[src/rtl/usb_buffer_ctrl.sv]
// usb_buffer_ctrl: sequencer/arbiter for the shared 64-byte USB data buffer.
// The buffer is granted to one direction at a time. It is either filled by the
// host and drained by the TX encoder, or filled by the RX decoder and drained
// by the host. Store/get strobes are Mealy outputs of the current request.
// Requests that would overflow or underflow the buffer are refused and
// latched into sticky error flags.
module usb_buffer_ctrl #(
    parameter int CAPACITY = 64,
    parameter int OCC_W    = 7
) (
    input  logic             clk,
    input  logic             n_rst,
    input  logic             host_tx_wr,
    input  logic             host_rx_rd,
    input  logic             host_flush,
    input  logic             err_clr,
    input  logic             tx_start,
    input  logic             tx_get_req,
    input  logic             rx_pkt_start,
    input  logic             rx_store_req,
    input  logic             rx_pkt_done,
    input  logic             rx_pkt_err,
    input  logic [OCC_W-1:0] Buffer_Occupancy,
    output logic             Store_TX_Data,
    output logic             Store_RX_Packet_Data,
    output logic             Get_TX_Packet_Data,
    output logic             Get_RX_Data,
    output logic             flush,
    output logic             clear,
    output logic             tx_ready,
    output logic             rx_data_avail,
    output logic             busy,
    output logic             overflow_err,
    output logic             underflow_err
);

    typedef enum logic [2:0] {
        IDLE    = 3'd0,
        TX_FILL = 3'd1,
        TX_SEND = 3'd2,
        RX_FILL = 3'd3,
        RX_HOLD = 3'd4
    } state_t;

    localparam logic [OCC_W-1:0] CAP_OCC = OCC_W'(CAPACITY);
    localparam logic [OCC_W-1:0] ONE_OCC = OCC_W'(1);

    state_t state_reg;
    state_t state_next;
    logic   overflow_reg;
    logic   underflow_reg;

    // Decoded combinational results for the current cycle
    logic   store_tx;
    logic   store_rx;
    logic   get_tx;
    logic   get_rx;
    logic   flush_pulse;
    logic   clear_pulse;
    logic   overflow_set;
    logic   underflow_set;

    // Occupancy qualifiers. ">=" keeps the controller safe even if the buffer
    // ever reports more than its nominal capacity.
    logic   is_full;
    logic   is_empty;
    logic   is_last;

    assign is_full  = (Buffer_Occupancy >= CAP_OCC);
    assign is_empty = (Buffer_Occupancy == '0);
    assign is_last  = (Buffer_Occupancy == ONE_OCC);

    // State register; asynchronous reset returns to IDLE without a flush pulse
    always_ff @(posedge clk or negedge n_rst) begin
        if (!n_rst) begin
            state_reg <= IDLE;
        end else begin
            state_reg <= state_next;
        end
    end

    // Sticky error flags: a new refusal takes priority over a simultaneous clear
    always_ff @(posedge clk or negedge n_rst) begin
        if (!n_rst) begin
            overflow_reg  <= 1'b0;
            underflow_reg <= 1'b0;
        end else begin
            if (overflow_set) begin
                overflow_reg <= 1'b1;
            end else if (err_clr) begin
                overflow_reg <= 1'b0;
            end
            if (underflow_set) begin
                underflow_reg <= 1'b1;
            end else if (err_clr) begin
                underflow_reg <= 1'b0;
            end
        end
    end

    // Next-state and Mealy strobe decode; host_flush overrides every state
    always_comb begin
        state_next    = state_reg;
        store_tx      = 1'b0;
        store_rx      = 1'b0;
        get_tx        = 1'b0;
        get_rx        = 1'b0;
        flush_pulse   = 1'b0;
        clear_pulse   = 1'b0;
        overflow_set  = 1'b0;
        underflow_set = 1'b0;

        if (host_flush) begin
            flush_pulse = 1'b1;
            state_next  = IDLE;
        end else begin
            case (state_reg)
                IDLE: begin
                    // Bus traffic cannot be stalled, so an incoming RX packet
                    // wins the buffer over a host write in the same cycle.
                    if (rx_pkt_start) begin
                        state_next = RX_FILL;
                    end else if (host_tx_wr) begin
                        if (is_full) begin
                            overflow_set = 1'b1;
                        end else begin
                            store_tx = 1'b1;
                        end
                        state_next = TX_FILL;
                    end
                end

                TX_FILL: begin
                    // A host byte offered alongside tx_start is still stored;
                    // tx_start needs at least one byte already in the buffer.
                    if (host_tx_wr) begin
                        if (is_full) begin
                            overflow_set = 1'b1;
                        end else begin
                            store_tx = 1'b1;
                        end
                    end
                    if (tx_start && !is_empty) begin
                        state_next = TX_SEND;
                    end
                end

                TX_SEND: begin
                    if (tx_get_req) begin
                        if (is_empty) begin
                            underflow_set = 1'b1;
                        end else begin
                            get_tx = 1'b1;
                            if (is_last) begin
                                state_next = IDLE;
                            end
                        end
                    end
                end

                RX_FILL: begin
                    if (rx_pkt_err) begin
                        // Bad packet: discard everything, byte of this cycle included
                        flush_pulse = 1'b1;
                        clear_pulse = 1'b1;
                        state_next  = IDLE;
                    end else begin
                        if (rx_store_req) begin
                            if (is_full) begin
                                overflow_set = 1'b1;
                            end else begin
                                store_rx = 1'b1;
                            end
                        end
                        if (rx_pkt_done) begin
                            // A zero-length packet leaves nothing for the host
                            if (!is_empty || store_rx) begin
                                state_next = RX_HOLD;
                            end else begin
                                state_next = IDLE;
                            end
                        end
                    end
                end

                RX_HOLD: begin
                    // New RX packets are ignored until the host has drained this one
                    if (host_rx_rd) begin
                        if (is_empty) begin
                            underflow_set = 1'b1;
                        end else begin
                            get_rx = 1'b1;
                            if (is_last) begin
                                state_next = IDLE;
                            end
                        end
                    end
                end

                default: begin
                    state_next = IDLE;
                end
            endcase
        end
    end

    assign Store_TX_Data        = store_tx;
    assign Store_RX_Packet_Data = store_rx;
    assign Get_TX_Packet_Data   = get_tx;
    assign Get_RX_Data          = get_rx;
    assign flush                = flush_pulse;
    assign clear                = clear_pulse;
    assign tx_ready             = (state_reg == TX_FILL) && !is_empty;
    assign rx_data_avail        = (state_reg == RX_HOLD) && !is_empty;
    assign busy                 = (state_reg != IDLE);
    assign overflow_err         = overflow_reg;
    assign underflow_err        = underflow_reg;

endmodule

[config.mk]
export PLATFORM = sky130hd
export DESIGN_NAME = usb_buffer_ctrl
export DESIGN_NICKNAME = d
export VERILOG_FILES = /design/src/rtl/usb_buffer_ctrl.sv
export SDC_FILE = /design/constraint.sdc
export NUM_CORES = 1
export LEC_CHECK = 0
export BUFFER_PORTS_ARGS = -buffer_cell sky130_fd_sc_hd__clkbuf_2
export CELL_PAD_IN_SITES_DETAIL_PLACEMENT = 1
export CELL_PAD_IN_SITES_GLOBAL_PLACEMENT = 2
export CORE_ASPECT_RATIO = 1.5
export CORE_MARGIN = 2
export CORE_UTILIZATION = 22
export CTS_BUF_LIST = sky130_fd_sc_hd__clkbuf_4 sky130_fd_sc_hd__clkbuf_8
export CTS_CLUSTER_DIAMETER = 150
export CTS_CLUSTER_SIZE = 14
export DETAILED_ROUTE_END_ITERATION = 8
export PLACE_DENSITY = 0.76
export RECOVER_POWER = 50
export SYNTH_ARGS = -nofsm -noshare
export SYNTH_HDL_FRONTEND = slang
export SYNTH_SLANG_ARGS = --single-unit
[constraint.sdc]
create_clock -name clk -period 1.82 [get_ports clk]
set_input_delay 0 -clock clk [delete_from_list [all_inputs] [get_ports clk]]
set_output_delay 0 -clock clk [all_outputs]
set_load 0.03 [all_outputs]
==> metrics.md <==
| Metric | Value |
|---|---|
| Status | `complete, no violations` |
| Clock sinks | `5` |
| Number of instances in the placed design | `117` |
| Final period utilization | `93.8%` |
| Max FFs per register | `3` |
| Pin count of the biggest net entering global routing | `11` |
| Share of cells above drive strength 1 | `41.4%` |
| Compound-Gate Fraction of Synth Area | `24.2%` |
| Horiz. Die Dim | `43.2 um` |
| Cells after synthesis | `66` |
| Most frequently used flop master after synthesis | `dfrtp_1` |
| Post-synth EDFFs | `0` |
| Ys async rst share | `100%` |
| Postcts setup bufs | `0` |
| Post-synthesis register bit count | `5` |
| Initial antenna violation count | `0` |
| Placed Area | `674 sq um` |
| Yosys top cell area share | `24.7%` |
| Post-Synth Simple-Gate Area | `38.8%` |
| Post-DP HPWL | `1410 um` |
| Synth-to-Final Area Change | `40.5%` |
| Pwr dens | `1120 mW/mm^2` |
| Post-DRT Antenna Nets | `0` |
| Port buffer count | `29` |
| DR vias | `615` |
| Critical Path Start Type | `flip-flop` |
| DIE HEIGHT | `62.8 um` |
| Reg clk slew, reported paths | `40 ps` |
| Final slew viol count | `0` |
| RSZ-0062 raised after global routing | `false` |
| Critical Path AT | `1820 ps` |
| Mapped Nets | `85` |
| Post-synth top cells | `nor2_1 (14), nand2_1 (7), dfrtp_1 (5), inv_1 (5), nand3_1 (4)` |
| Ant diodes | `0` |
| Area of the mapped netlist | `507 sq um` |
| Clock Latency Late Sink | `240 ps` |
| Post-Route WL | `1620 um` |
| Worst slew margin | `76.5%` |
| Nets | `119` |
| Row count | `21` |
| Slew @ Worst Pin | `350 ps` |
| Htree depth | `1` |
| First-pass GRT wire length | `2770 um` |
| Netlist cell types | `28` |
| Post-synthesis mux area share | `0%` |
| Area leader, netlist | `dfrtp_1` |
| Critical path peak fanout | `6` |
| Worst setup EP type | `flip-flop` |
| Max Cap Viol | `0` |
| Lkg Pwr | `0.341 nW` |
| Syn. warnings | `0` |
| Largest family of logic cells by synthesized area | `simple AND/OR/NAND/NOR gates` |
| CTS tree | `done` |
| Drt wl/cell | `13.3 um` |
| Synth area leaders | `dfrtp_1 (25%), nor2_1 (10%), nand2_1 (5.2%), buf_6 (4.4%), nor4_4 (4.2%)` |
| Total Neg Setup Slack | `0 ps` |
| GP Congestion | `0.855` |
| Final setup violation count | `0` |
| Io pins | `30` |
| Post-Synth XOR/XNOR Area | `1.73%` |
| Longest Clk Path Bufs | `2` |
| Clk_skew | `0.319 ps` |
| Tightest Hold Check Type | `input port to flip-flop` |
| Crit path launch | `state_reg[1]` |
| Min Hold Slack | `42.2 ps` |
| Hold violation total from the final report | `0` |
| Number of global-route vias before repair | `647` |
| GRT Total Usage | `13.1%` |
| Achievable Freq | `0.586 GHz` |
| VDD IR-drop max | `0.000315 V` |
| Full die area | `0.00271 sq mm` |
| PnR Total Power | `0.000796 W` |
| Drt drc | `0` |
| Worst EP required | `1940 ps` |
| Core box area | `0.00221 sq mm` |
| Post-route insts no fill | `122` |
| Cell area after layout | `712 sq um` |
| CTS buffer count | `3` |
| Critical path class | `flip-flop to flip-flop` |
| Router iterations before antenna repair | `4` |
| Starting Density | `23.0%` |
| Avg Vias per Cell | `5.04` |
| Post-Synthesis Mean Instance Area | `7.68 sq um` |
| Top-count cell post-synth | `nor2_1` |
| Total grt overflow | `0` |
| Detailed router's first-iteration violation count | `11` |
| HP Start | `rx_pkt_err` |
| Clock root cell | `clkbuf_4` |
| Minimum clock period | `1710 ps` |
| RR Startpoint | `state_reg[1]` |
| Adder-cell share of the synthesized area | `0%` |
| Sequential element share of the synthesized area | `24.7%` |
## critical path, cell delays in order, from the launching register on
cell and delay [ps]:
dfrtp_2 430, or3_1 390, a211oi_2 240, nor3_2 80
or3b_1 370, o41ai_2 70
## power breakdown
part / switching, W / internal [W] / total (W)
registers: 0.0000275 / 0.000139 / 0.000166
clock network: 0.0000439 / 0.0000977 / 0.000142
logic: 0.000307 / 0.000181 / 0.000488
## layer usage
layer	wire (um)	up-vias	track usage, %
met5	0	-	0
met4	0	0	5.68
met3	88	0	3.18
met2	896	16	22.9
met1	639	295	14.2
li1	-	304	-
## layout by cell type, fill, tap and decap left out
master and count:
or3_1 1, clkbuf_4 4, or3b_1 2, and3_1 1, nor2_1 14, o31ai_1 1
a32o_1 2, a21oi_1 2, nor4b_2 1, a31o_2 1, nor4b_1 1, a311oi_1 1
a211o_1 2, nor3_1 1, or2b_1 1, a211oi_2 1, nor4_4 1, buf_4 3
dfrtp_1 3, dfrtp_2 2, o22ai_1 1, o41ai_2 1, clkbuf_1 4, nor3_2 1
or2_2 1, o21ai_0 3, xnor2_1 1, clkbuf_2 25, nand2_1 7, nand3_1 4
dlygate4sd3_1 1, inv_1 5
## area by class of cell
| type | count | area, sq um |
|---|---|---|
| Inverter | 5 | 18.8 |
| Tap cell | 23 | 28.8 |
| Clock buffer | 4 | 30.0 |
| Multi-Input combinational cell | 52 | 334 |
| Timing Repair Buffer | 33 | 173 |
| Sequential cell | 5 | 128 |
| Fill cell | 312 | 1500 |
## per-stage QoR
step | utilization [%] | setup WS [ps]
2_1_floorplan | - | 70.4
3_3_place_gp | 30.6 | 152
3_5_place_dp | 30.6 | 86.0
4_1_cts | 32.4 | 70.5
5_1_grt | 32.3 | 7.53
6_report | 32.3 | 112
## repair_timing
item	CTS	global route
setup endpoints to repair	0	1
gates resized for setup	0	2
hold endpoints to repair	5	0
hold buffers	1	0
## cell families (layout without fill, tap and decap cells)
group	after synthesis	after routing
and+or+nand+nor	36	36
AOI/OAI and AO/OA	15	15
buffers and inverters	9	42
DFF	5	5
xor gates and xnor gates	1	1
## worst paths after layout
path / to / slack (ps) / cells past startpoint
setup / recovery: state_reg[2] / 110 / 5
hold / removal: state_reg[2] / 40 / 2
setup reg to reg: state_reg[2] / 110 / 5
hold reg to reg: underflow_err / 510 / 1
max in group asynchronous: state_reg[2] / 1440 / 2
min in group asynchronous: underflow_err / 150 / 2
Note: power is estimated with default switching activity, not from simulation.
